<file path="src/rtl/err_scan_ctrl.sv">
// Background scanner for a bank of sticky error registers, with host access arbitration.
// Summarises nonzero registers into err_summary and raises a level interrupt.
module err_scan_ctrl #(
  parameter int unsigned              REG_NUM    = 8,
  parameter int unsigned              ADDR_WIDTH = 13,
  parameter logic [ADDR_WIDTH-1:0]    BASE_ADDR  = ADDR_WIDTH'('h100),
  parameter int unsigned              SCAN_GAP   = 16
) (
  input  logic                  clk,
  input  logic                  reset,
  input  logic                  host_req,
  input  logic                  host_wr,
  input  logic [ADDR_WIDTH-1:0] host_addr,
  input  logic [31:0]           host_wdata,
  output logic                  host_ack,
  output logic [31:0]           host_rdata,
  output logic [ADDR_WIDTH-1:0] reg_addr,
  output logic                  reg_wr,
  output logic [31:0]           reg_wdata,
  input  logic [31:0]           reg_rdata,
  input  logic                  irq_en,
  output logic [REG_NUM-1:0]    err_summary,
  output logic                  irq
);

  localparam int unsigned       IDX_W    = (REG_NUM > 1) ? $clog2(REG_NUM) : 1;
  localparam int unsigned       GAP_W    = 16;
  localparam logic [IDX_W-1:0]  LAST_IDX = IDX_W'(REG_NUM - 1);
  localparam logic [GAP_W-1:0]  GAP_LOAD = GAP_W'(SCAN_GAP);
  localparam bit                ZERO_GAP = (SCAN_GAP == 0);

  typedef enum logic [1:0] {
    ST_GAP  = 2'd0,
    ST_SCAN = 2'd1,
    ST_HOST = 2'd2,
    ST_ACK  = 2'd3
  } state_e;

  state_e                  state_q, state_d;
  state_e                  ret_q, ret_d;
  state_e                  resume_state;
  logic [IDX_W-1:0]        idx_q, idx_d;
  logic [GAP_W-1:0]        gap_q, gap_d;
  logic [ADDR_WIDTH-1:0]   reg_addr_q, reg_addr_d;
  logic                    reg_wr_q, reg_wr_d;
  logic [31:0]             reg_wdata_q, reg_wdata_d;
  logic                    host_ack_q, host_ack_d;
  logic [31:0]             host_rdata_q, host_rdata_d;
  logic [REG_NUM-1:0]      err_q, err_d;
  logic                    irq_q, irq_d;

  // State register and registered outputs
  always_ff @(posedge clk or posedge reset) begin
    if (reset) begin
      state_q      <= ST_GAP;
      ret_q        <= ST_GAP;
      idx_q        <= '0;
      gap_q        <= GAP_LOAD;
      reg_addr_q   <= '0;
      reg_wr_q     <= 1'b0;
      reg_wdata_q  <= '0;
      host_ack_q   <= 1'b0;
      host_rdata_q <= '0;
      err_q        <= '0;
      irq_q        <= 1'b0;
    end else begin
      state_q      <= state_d;
      ret_q        <= ret_d;
      idx_q        <= idx_d;
      gap_q        <= gap_d;
      reg_addr_q   <= reg_addr_d;
      reg_wr_q     <= reg_wr_d;
      reg_wdata_q  <= reg_wdata_d;
      host_ack_q   <= host_ack_d;
      host_rdata_q <= host_rdata_d;
      err_q        <= err_d;
      irq_q        <= irq_d;
    end
  end

  // Next state; bus outputs are decoded from the next state so they are registered
  always_comb begin
    state_d      = state_q;
    ret_d        = ret_q;
    idx_d        = idx_q;
    gap_d        = gap_q;
    resume_state = ST_SCAN;
    reg_addr_d   = '0;
    reg_wr_d     = 1'b0;
    reg_wdata_d  = '0;
    host_ack_d   = 1'b0;
    host_rdata_d = host_rdata_q;
    err_d        = err_q;
    irq_d        = irq_en & (|err_q);

    case (state_q)
      ST_GAP: begin
        // A host request freezes the gap counter until the access completes
        if (host_req) begin
          state_d = ST_HOST;
          ret_d   = ST_GAP;
        end else if (gap_q <= GAP_W'(1)) begin
          state_d = ST_SCAN;
          idx_d   = '0;
        end else begin
          gap_d = gap_q - GAP_W'(1);
        end
      end
      ST_SCAN: begin
        err_d[idx_q] = |reg_rdata;
        if (idx_q == LAST_IDX) begin
          idx_d = '0;
          if (ZERO_GAP) begin
            resume_state = ST_SCAN;
          end else begin
            resume_state = ST_GAP;
            gap_d        = GAP_LOAD;
          end
        end else begin
          idx_d        = idx_q + IDX_W'(1);
          resume_state = ST_SCAN;
        end
        if (host_req) begin
          state_d = ST_HOST;
          ret_d   = resume_state;
        end else begin
          state_d = resume_state;
        end
      end
      ST_HOST: begin
        host_rdata_d = reg_rdata;
        state_d      = ST_ACK;
      end
      ST_ACK: begin
        state_d = ret_q;
      end
      default: begin
        state_d = ST_GAP;
      end
    endcase

    case (state_d)
      ST_SCAN: begin
        reg_addr_d = BASE_ADDR + ADDR_WIDTH'(idx_d);
      end
      ST_HOST: begin
        reg_addr_d  = host_addr;
        reg_wr_d    = host_wr;
        reg_wdata_d = host_wdata;
      end
      ST_ACK: begin
        host_ack_d = 1'b1;
      end
      default: begin
        reg_addr_d = '0;
      end
    endcase
  end

  assign host_ack    = host_ack_q;
  assign host_rdata  = host_rdata_q;
  assign reg_addr    = reg_addr_q;
  assign reg_wr      = reg_wr_q;
  assign reg_wdata   = reg_wdata_q;
  assign err_summary = err_q;
  assign irq         = irq_q;

endmodule
</file>
<file path="config.mk">
export PLATFORM = sky130hd
export DESIGN_NAME = err_scan_ctrl
export DESIGN_NICKNAME = d
export VERILOG_FILES = /design/src/rtl/err_scan_ctrl.sv
export SDC_FILE = /design/constraint.sdc
export NUM_CORES = 1
export LEC_CHECK = 0
export ABC_AREA = 1
export ABC_CLOCK_PERIOD_IN_PS = 5300
export CAP_MARGIN = 20
export CORE_MARGIN = 5
export CORE_UTILIZATION = 25
export CTS_CLUSTER_DIAMETER = 200
export DETAILED_ROUTE_END_ITERATION = 6
export GPL_TIMING_DRIVEN = 0
export PLACE_DENSITY_LB_ADDON = 0.15
export SLEW_MARGIN = 10
export SYNTH_ARGS = -nofsm -noshare
export SYNTH_HDL_FRONTEND = slang
export SYNTH_SLANG_ARGS = --single-unit
</file>
<file path="constraint.sdc">
create_clock -name clk -period 5.3 [get_ports clk]
set_clock_uncertainty 0.15 [all_clocks]
set_input_delay 0.795 -clock clk [delete_from_list [all_inputs] [get_ports clk]]
set_output_delay 0.795 -clock clk [all_outputs]
set_load 0.05 [all_outputs]
</file>
==> metrics.md, run 1 <==
| Metric | Value |
|---|---|
| Post-synthesis cell count | `522` |
| Drt pass-1 iters | `5` |
| Most common flop cell mapped by yosys | `dfrtp_1` |
| Crit path capture type | `register` |
| CTS Buf Count | `9` |
| DRT Wirelength | `roughly 13000 um` |
| Status | `finished, final reports clean` |
| Flop2flop setup slack | `approximately 2.6 ns` |
| DIE AREA | `0.0212 sq mm` |
| Iteration-0 DRC Markers | `167` |
| Reg clk slew, reported paths | `approximately 0.070 ns` |
| Worst-Skew Late Latency | `~0.35 ns` |
| Antenna violations before repair | `0` |
| Relative slew slack | `0.568` |
| Area share of the largest cell type after synthesis | `0.592` |
| EDFF count, synth | `0` |
| Proportion of layout cells with a drive suffix above 1 | `0.0593` |
| Critical path destination | `reg_addr[11]` |
| Final period util | `0.525` |
| Critical path startpoint | `host_req` |
| Ports | `between 150 and 200` |
| Yosys top cell by area | `dfrtp_1` |
| Row cnt | `between 40 and 50` |
| Largest net degree at the start of global routing | `64` |
| Compound-gate portion of the synthesized area | `0.0551` |
| CTS root buf | `clkbuf_16` |
| Initial Util | `0.256` |
| Clock Sinks | `110` |
| Vias | `about 4k` |
| Ys Warns | `0` |
| Adder-Cell Fraction of Synth Area | `0.0190` |
| Die height | `about 150 um` |
| H-tree Lvls | `3` |
| Crit Path Class | `in2reg` |
| Total core area | `approximately 0.018 sq mm` |
| Vias per cell | `between 4 and 5` |
| VDD IR max | `around 360 uV` |
| HP Class | `reg2reg` |
| Final Hold Violating Endpoints | `0` |
| IO Port Bufs | `169` |
| Synth top area cells | `dfrtp_1 59%, nand2_1 16%, inv_1 5.3%, nor2_1 3.5%, ha_1 1.9%` |
| Worst Path Arrival | `around 3 ns` |
| Synth Area in Simple Gates | `0.250` |
| Post-Synthesis Cell Area | `0.00461 sq mm` |
| Area growth from synthesis to layout | `50.8%` |
| Worst r2r dst | `reg_addr[11]` |
| Avg Cell Area, Syn | `a little under 9 sq um` |
| DIE WIDTH | `around 150 um` |
| Max-cap violations | `0` |
| Setup bufs post-CTS | `0` |
| Reg2Reg Depth | `10` |
| Worst-margin pin slew | `about 0.65 ns` |
| Ys async rst share | `1.00` |
| CTS tree | `yes` |
| Residual DRC count | `0` |
| Mux contribution to synthesized area | `0` |
| RSZ-0062 raised after global routing | `false` |
| Placed Cells incl. Taps | `between 900 and 1k` |
| Vias in the first global route | `4090` |
| Inserted Diodes | `0` |
| GRT Resource Usage Total | `0.123` |
| GPL Wtd Cong | `around 0.78` |
| Most frequent cells in the layout | `192 x nand2_1, 169 x clkdlybuf4s50_1, 109 x dfrtp_1` |
| Main combinational cell family by area after synthesis | `simple AND/OR/NAND/NOR gates` |
| F_max | `about 0.36 GHz` |
| Crit start category | `input port` |
| Grt ovf | `0` |
| Post-route ant nets | `0` |
| Post-CTS Hold Buffers | `0` |
| Most common cell after layout, fill and taps aside | `nand2_1` |
| Syn nets | `611` |
| Final min period | `2.78 ns` |
| Register area share after synthesis | `0.598` |
| Setup tns final | `0 ns` |
| Slew Limit Fails | `0` |
| Max clock buf depth | `2` |
| Final nets | `slightly below 800` |
| Total power per unit cell area | `approximately 660 mW/mm^2` |
| Netlist cell types | `33` |
| Per-cell routed wire length | `13.5 um` |
| Global-route wire length before repair | `21300 um` |
| Worst r2r src | `state_q[1]` |
| #FFs+latches synth | `110` |
| HPWL after detailed placement | `roughly 9600 um` |
| Endpoints failing setup | `0` |
| Post-cts sizing count | `0` |
| Highest net fanout along the worst path | `10` |
| Post-synthesis xor/xnor area fraction | `0.00570` |
| Fin cells | `937` |
| CP Data Required Time | `5.44 ns` |
| Leakage | `approximately 3.4 nW` |
area by class of cell:
class / count / area (sq um)
inverter: 68 / 260
clock inverter: 6 / 98.8
multi-input combinational: 328 / 1520
clock buffer: 10 / 229
tap: 229 / 287
fill: 1857 / 11100
sequential: 110 / 2750
buffer: 16 / 77.6
timing repair buffer: 170 / 1720
per-layer routing:
metal	global-route usage	wire [um]
met3	0.0433	856
met5	0	0
met2	0.196	5920
met1	0.152	5500
met4	0.0504	337
cell usage after synthesis (5+ instances only):
cell,instances
nand2_1,192
nor2_1,43
nor4_1,10
nand3_1,11
nand4_1,8
o21ai_0,11
ha_1,7
dfrtp_1,109
clkbuf_1,10
a21oi_1,16
o21ai_2,5
inv_1,65
flip-flops by register name, indices dropped and copies added (netlist names):
signal	cells
gap_q	16
host_rdata	32
host_ack	1
ret_q	1
idx_q	3
state_q	2
reg_addr	13
reg_wdata	32
err_summary	8
reg_wr	1
irq	1
report_power, final:
group          switching [mW]  internal, mW
registers               0.165          1.16
logic                    1.73         0.802
clock network           0.327         0.423
total                    2.23          2.38
worst min-delay path by stage:
stage | start | end | slack, ns | cells past startpoint
6_report | host_rdata[22] | host_rdata[22] | 0.32 | 2
3_3_place_gp | host_rdata[29] | host_rdata[29] | 0.31 | 2
5_1_grt | host_rdata[29] | host_rdata[29] | 0.34 | 2
2_1_floorplan | ret_q[0] | ret_q[0] | 0.32 | 2
4_1_cts | host_rdata[22] | host_rdata[22] | 0.33 | 2
3_5_place_dp | host_rdata[22] | host_rdata[22] | 0.31 | 2
worst max-delay path, stage by stage:
cell and delay [ns]:
clkdlybuf4s50_1 0.51, inv_1 0.09, nor2_1 0.18, nor2_1 0.10
inv_1 0.14, ha_1 0.15, clkbuf_1 0.37, clkbuf_1 0.42
nand2_1 0.11, inv_1 0.07
kinds of logic after synthesis:
logic type | after synthesis
AOI/OAI and AO/OA | 41
DFF | 110
and+or+nand+nor | 277
buffers and inverters | 84
adders and majority gates | 7
xor gates and xnor gates | 3
metrics by stage:
stage | total power, mW | setup slack, ns | hold slack [ns] | area, sq um | util
3_5_place_dp | 3.91 | 2.11 | 0.308 | 6620 | 0.367
3_3_place_gp | 3.87 | -0.350 | 0.305 | 6580 | 0.365
5_1_grt | 4.94 | 2.25 | 0.342 | 6940 | 0.385
6_report | 4.61 | 2.52 | 0.321 | 6940 | 0.385
4_1_cts | 4.68 | 2.47 | 0.325 | 6940 | 0.385
2_1_floorplan | 3.04 | 1.45 | 0.321 | 4610 | -
Note: power is estimated with default switching activity, not from simulation.
==> run 2, diff against run 1 <==
--- a/config.mk
+++ b/config.mk
@@ -6,7 +6,7 @@
 export NUM_CORES = 1
 export LEC_CHECK = 0
 export ABC_AREA = 1
-export ABC_CLOCK_PERIOD_IN_PS = 5300
+export ABC_CLOCK_PERIOD_IN_PS = 2600
 export CAP_MARGIN = 20
 export CORE_MARGIN = 5
 export CORE_UTILIZATION = 25
==> constraint.sdc (replaced) <==
create_clock -name clk -period 2.6 [get_ports clk]
set_clock_uncertainty 0.15 [all_clocks]
set_input_delay 0.39 -clock clk [delete_from_list [all_inputs] [get_ports clk]]
set_output_delay 0.39 -clock clk [all_outputs]
set_load 0.05 [all_outputs]
==> run 2 against run 1 <==
  * First-iteration DRC count down 17%
  * Register-to-register slack worse by 2.3 ns
  * Utilization rose by 0.16 points
  * Largest power group unchanged
  * Clock power is 91% higher
  * Global-route usage is 0.13 points lower
  * Final cell count grew 0.11%
  * Final area grew 0.41%
  * Sequential power increased by 100%
  * Combinational power increased by 110%
  * Count of clock-buffer cells in the layout decreased by 1
  * Via count rose by 0.79%
  * Critical path type is now reg2reg
  * Die area unchanged
==> metrics.md, run 2 (synthesized netlist as in run 1, its figures left out) <==
| Metric | Value |
|---|---|
| Status | `finished, final reports clean` |
| Most frequent cells in the layout | `192 x nand2_1, 169 x clkdlybuf4s50_1, 109 x dfrtp_1` |
| Antenna violations before repair | `0` |
| Setup tns final | `0 ns` |
| Cell Int Power | `approximately 4.8 mW` |
| Met3 wire len | `a little under 1000 um` |
| Total core area | `approximately 0.018 sq mm` |
| Drt pass-1 iters | `5` |
| Final Hold Violating Endpoints | `0` |
| RSZ-0062 raised after global routing | `false` |
| Area growth from synthesis to layout | `51.4%` |
| Reg2Reg Depth | `13` |
| Highest net fanout along the worst path | `10` |
| CP Data Required Time | `between 2 and 3 ns` |
| Grt ovf | `0` |
| CTS tree | `yes` |
| Buf/Inv on CP | `4` |
| Max incr delay on CP | `about 0.40 ns` |
| Reg clk slew, reported paths | `approximately 0.070 ns` |
| Seq pwr share | `0.288` |
| Ports | `170` |
| DRT Wirelength | `about 13000 um` |
| Post-route met1 wirelength | `about 5300 um` |
| Crit path capture type | `register` |
| Residual DRC count | `0` |
| DIE WIDTH | `about 150 um` |
| Inserted Diodes | `0` |
| Worst path cell trace | `inv_1 > ha_2 > inv_1 > nand2_1 > nand2_1 > nor2_1 > nand3_1 > nand2_1 > nand2_1 > ha_2 > clkbuf_1 > nand2_1 > inv_1` |
| Per-cell routed wire length | `approximately 13 um` |
| CTS Buf Count | `9` |
| Initial Util | `0.256` |
| Final period util | `0.872` |
| Post-route ant nets | `0` |
| Crit path setup slack, layout | `~0.33 ns` |
| HP Class | `in2async` |
| VDD IR max | `623 uV` |
| Switch share | `0.487` |
| IO Port Bufs | `between 150 and 200` |
| Setup bufs post-CTS | `0` |
| Crit path max-delay family | `simple AND/OR/NAND/NOR gates` |
| Slew Limit Fails | `0` |
| Critical path startpoint | `gap_q[0]` |
| Worst path most repeated cell | `nand2_1` |
| Place WS | `-0.216 ns` |
| Vias in the first global route | `4150` |
| Relative slew slack | `0.589` |
| Vias per cell | `between 4 and 5` |
| Comb pwr share | `0.559` |
| Proportion of layout cells with a drive suffix above 1 | `0.0719` |
| HPWL after detailed placement | `just under 10000 um` |
| Crit Path Class | `reg2reg` |
| F_max | `about 0.44 GHz` |
| Critical Path Slowest Stage Cell | `dfrtp_1` |
| Iteration-0 DRC Markers | `139` |
| H-tree Lvls | `3` |
| Largest net degree at the start of global routing | `37` |
| CTS root buf | `clkbuf_16` |
| Die height | `approximately 150 um` |
| Final nets | `roughly 800` |
| Clock Sinks | `110` |
| Total power per unit cell area | `between 1000 and 1500 mW/mm^2` |
| Worst r2r src | `gap_q[0]` |
| Final min period | `between 2 and 2.5 ns` |
| GRT Resource Usage Total | `0.122` |
| Most common cell after layout, fill and taps aside | `nand2_1` |
| Minimum hold slack | `0.292 ns` |
| Endpoints failing setup | `0` |
| Flop2flop setup slack | `around 0.33 ns` |
| Global-route wire length before repair | `21100 um` |
| Top Metal Used | `met4` |
| Clock Power Share | `0.153` |
| Vias | `a little under 4k` |
| Met2 wire length | `6080 um` |
| GPL Wtd Cong | `0.765` |
| DIE AREA | `around 0.021 sq mm` |
| Crit start category | `register` |
| Critical path destination | `reg_wdata[3]` |
| Worst Path Arrival | `~2.4 ns` |
| Leakage | `3.45 nW` |
| Row cnt | `49` |
| Max clock buf depth | `2` |
| Worst r2r dst | `reg_wdata[3]` |
| Worst-margin pin slew | `~0.62 ns` |
| Max-cap violations | `0` |
| Worst-Skew Late Latency | `0.35 ns` |
| Psw | `~4.5 mW` |
| WP depth | `13` |
[run 2: through the flow]
step	std cells	util	cell area [sq um]	total power, mW
6_report	938	0.387	6970	9.32
5_1_grt	938	0.387	6970	10.0
4_1_cts	938	0.386	6970	9.46
3_5_place_dp	923	0.369	6660	7.97
3_3_place_gp	920	0.365	6590	7.89
2_1_floorplan	522	-	4610	6.20
[run 2: worst min path at each step]
stage,start,endpoint,depth (start not counted),slack [ns]
2_1_floorplan,ret_q[0],ret_q[0],2,0.32
3_3_place_gp,host_rdata[17],host_rdata[17],2,0.30
3_5_place_dp,host_rdata[4],host_rdata[4],2,0.31
4_1_cts,reset,reg_wdata[22],2,0.29
5_1_grt,reset,reg_wdata[22],2,0.34
6_report,reset,reg_wdata[22],2,0.29
[run 2: power by group through the flow]
stage	registers, mW	clock network [mW]	logic [mW]
global placement	2.70	0	5.19
CTS	2.69	1.50	5.27
finish	2.69	1.43	5.21
detailed placement	2.72	0	5.25
global route	2.77	1.57	5.67
floorplan	4.45	0	1.76
[run 2: repair_timing]
action | CTS | global route
resized for setup | 2 | 6
setup endpoints to repair | 40 | 40
hold buffers | 0 | 0
[run 2: layout make-up]
class,instances,area [sq um]
plain buffers,15,77.6
clock buffers,9,225
clock inverters,7,85.1
fillers,1835,11100
inverters,68,259
multi-input cells,328,1530
flip-flops and latches,110,2750
well taps,229,287
repair buffers,172,1760
[run 2: routing by layer]
layer / up-vias / global-route usage
li1: 1974 / -
met4: 0 / 0.0462
met5: - / 0
met2: 117 / 0.200
met3: 17 / 0.0470
met1: 1850 / 0.144
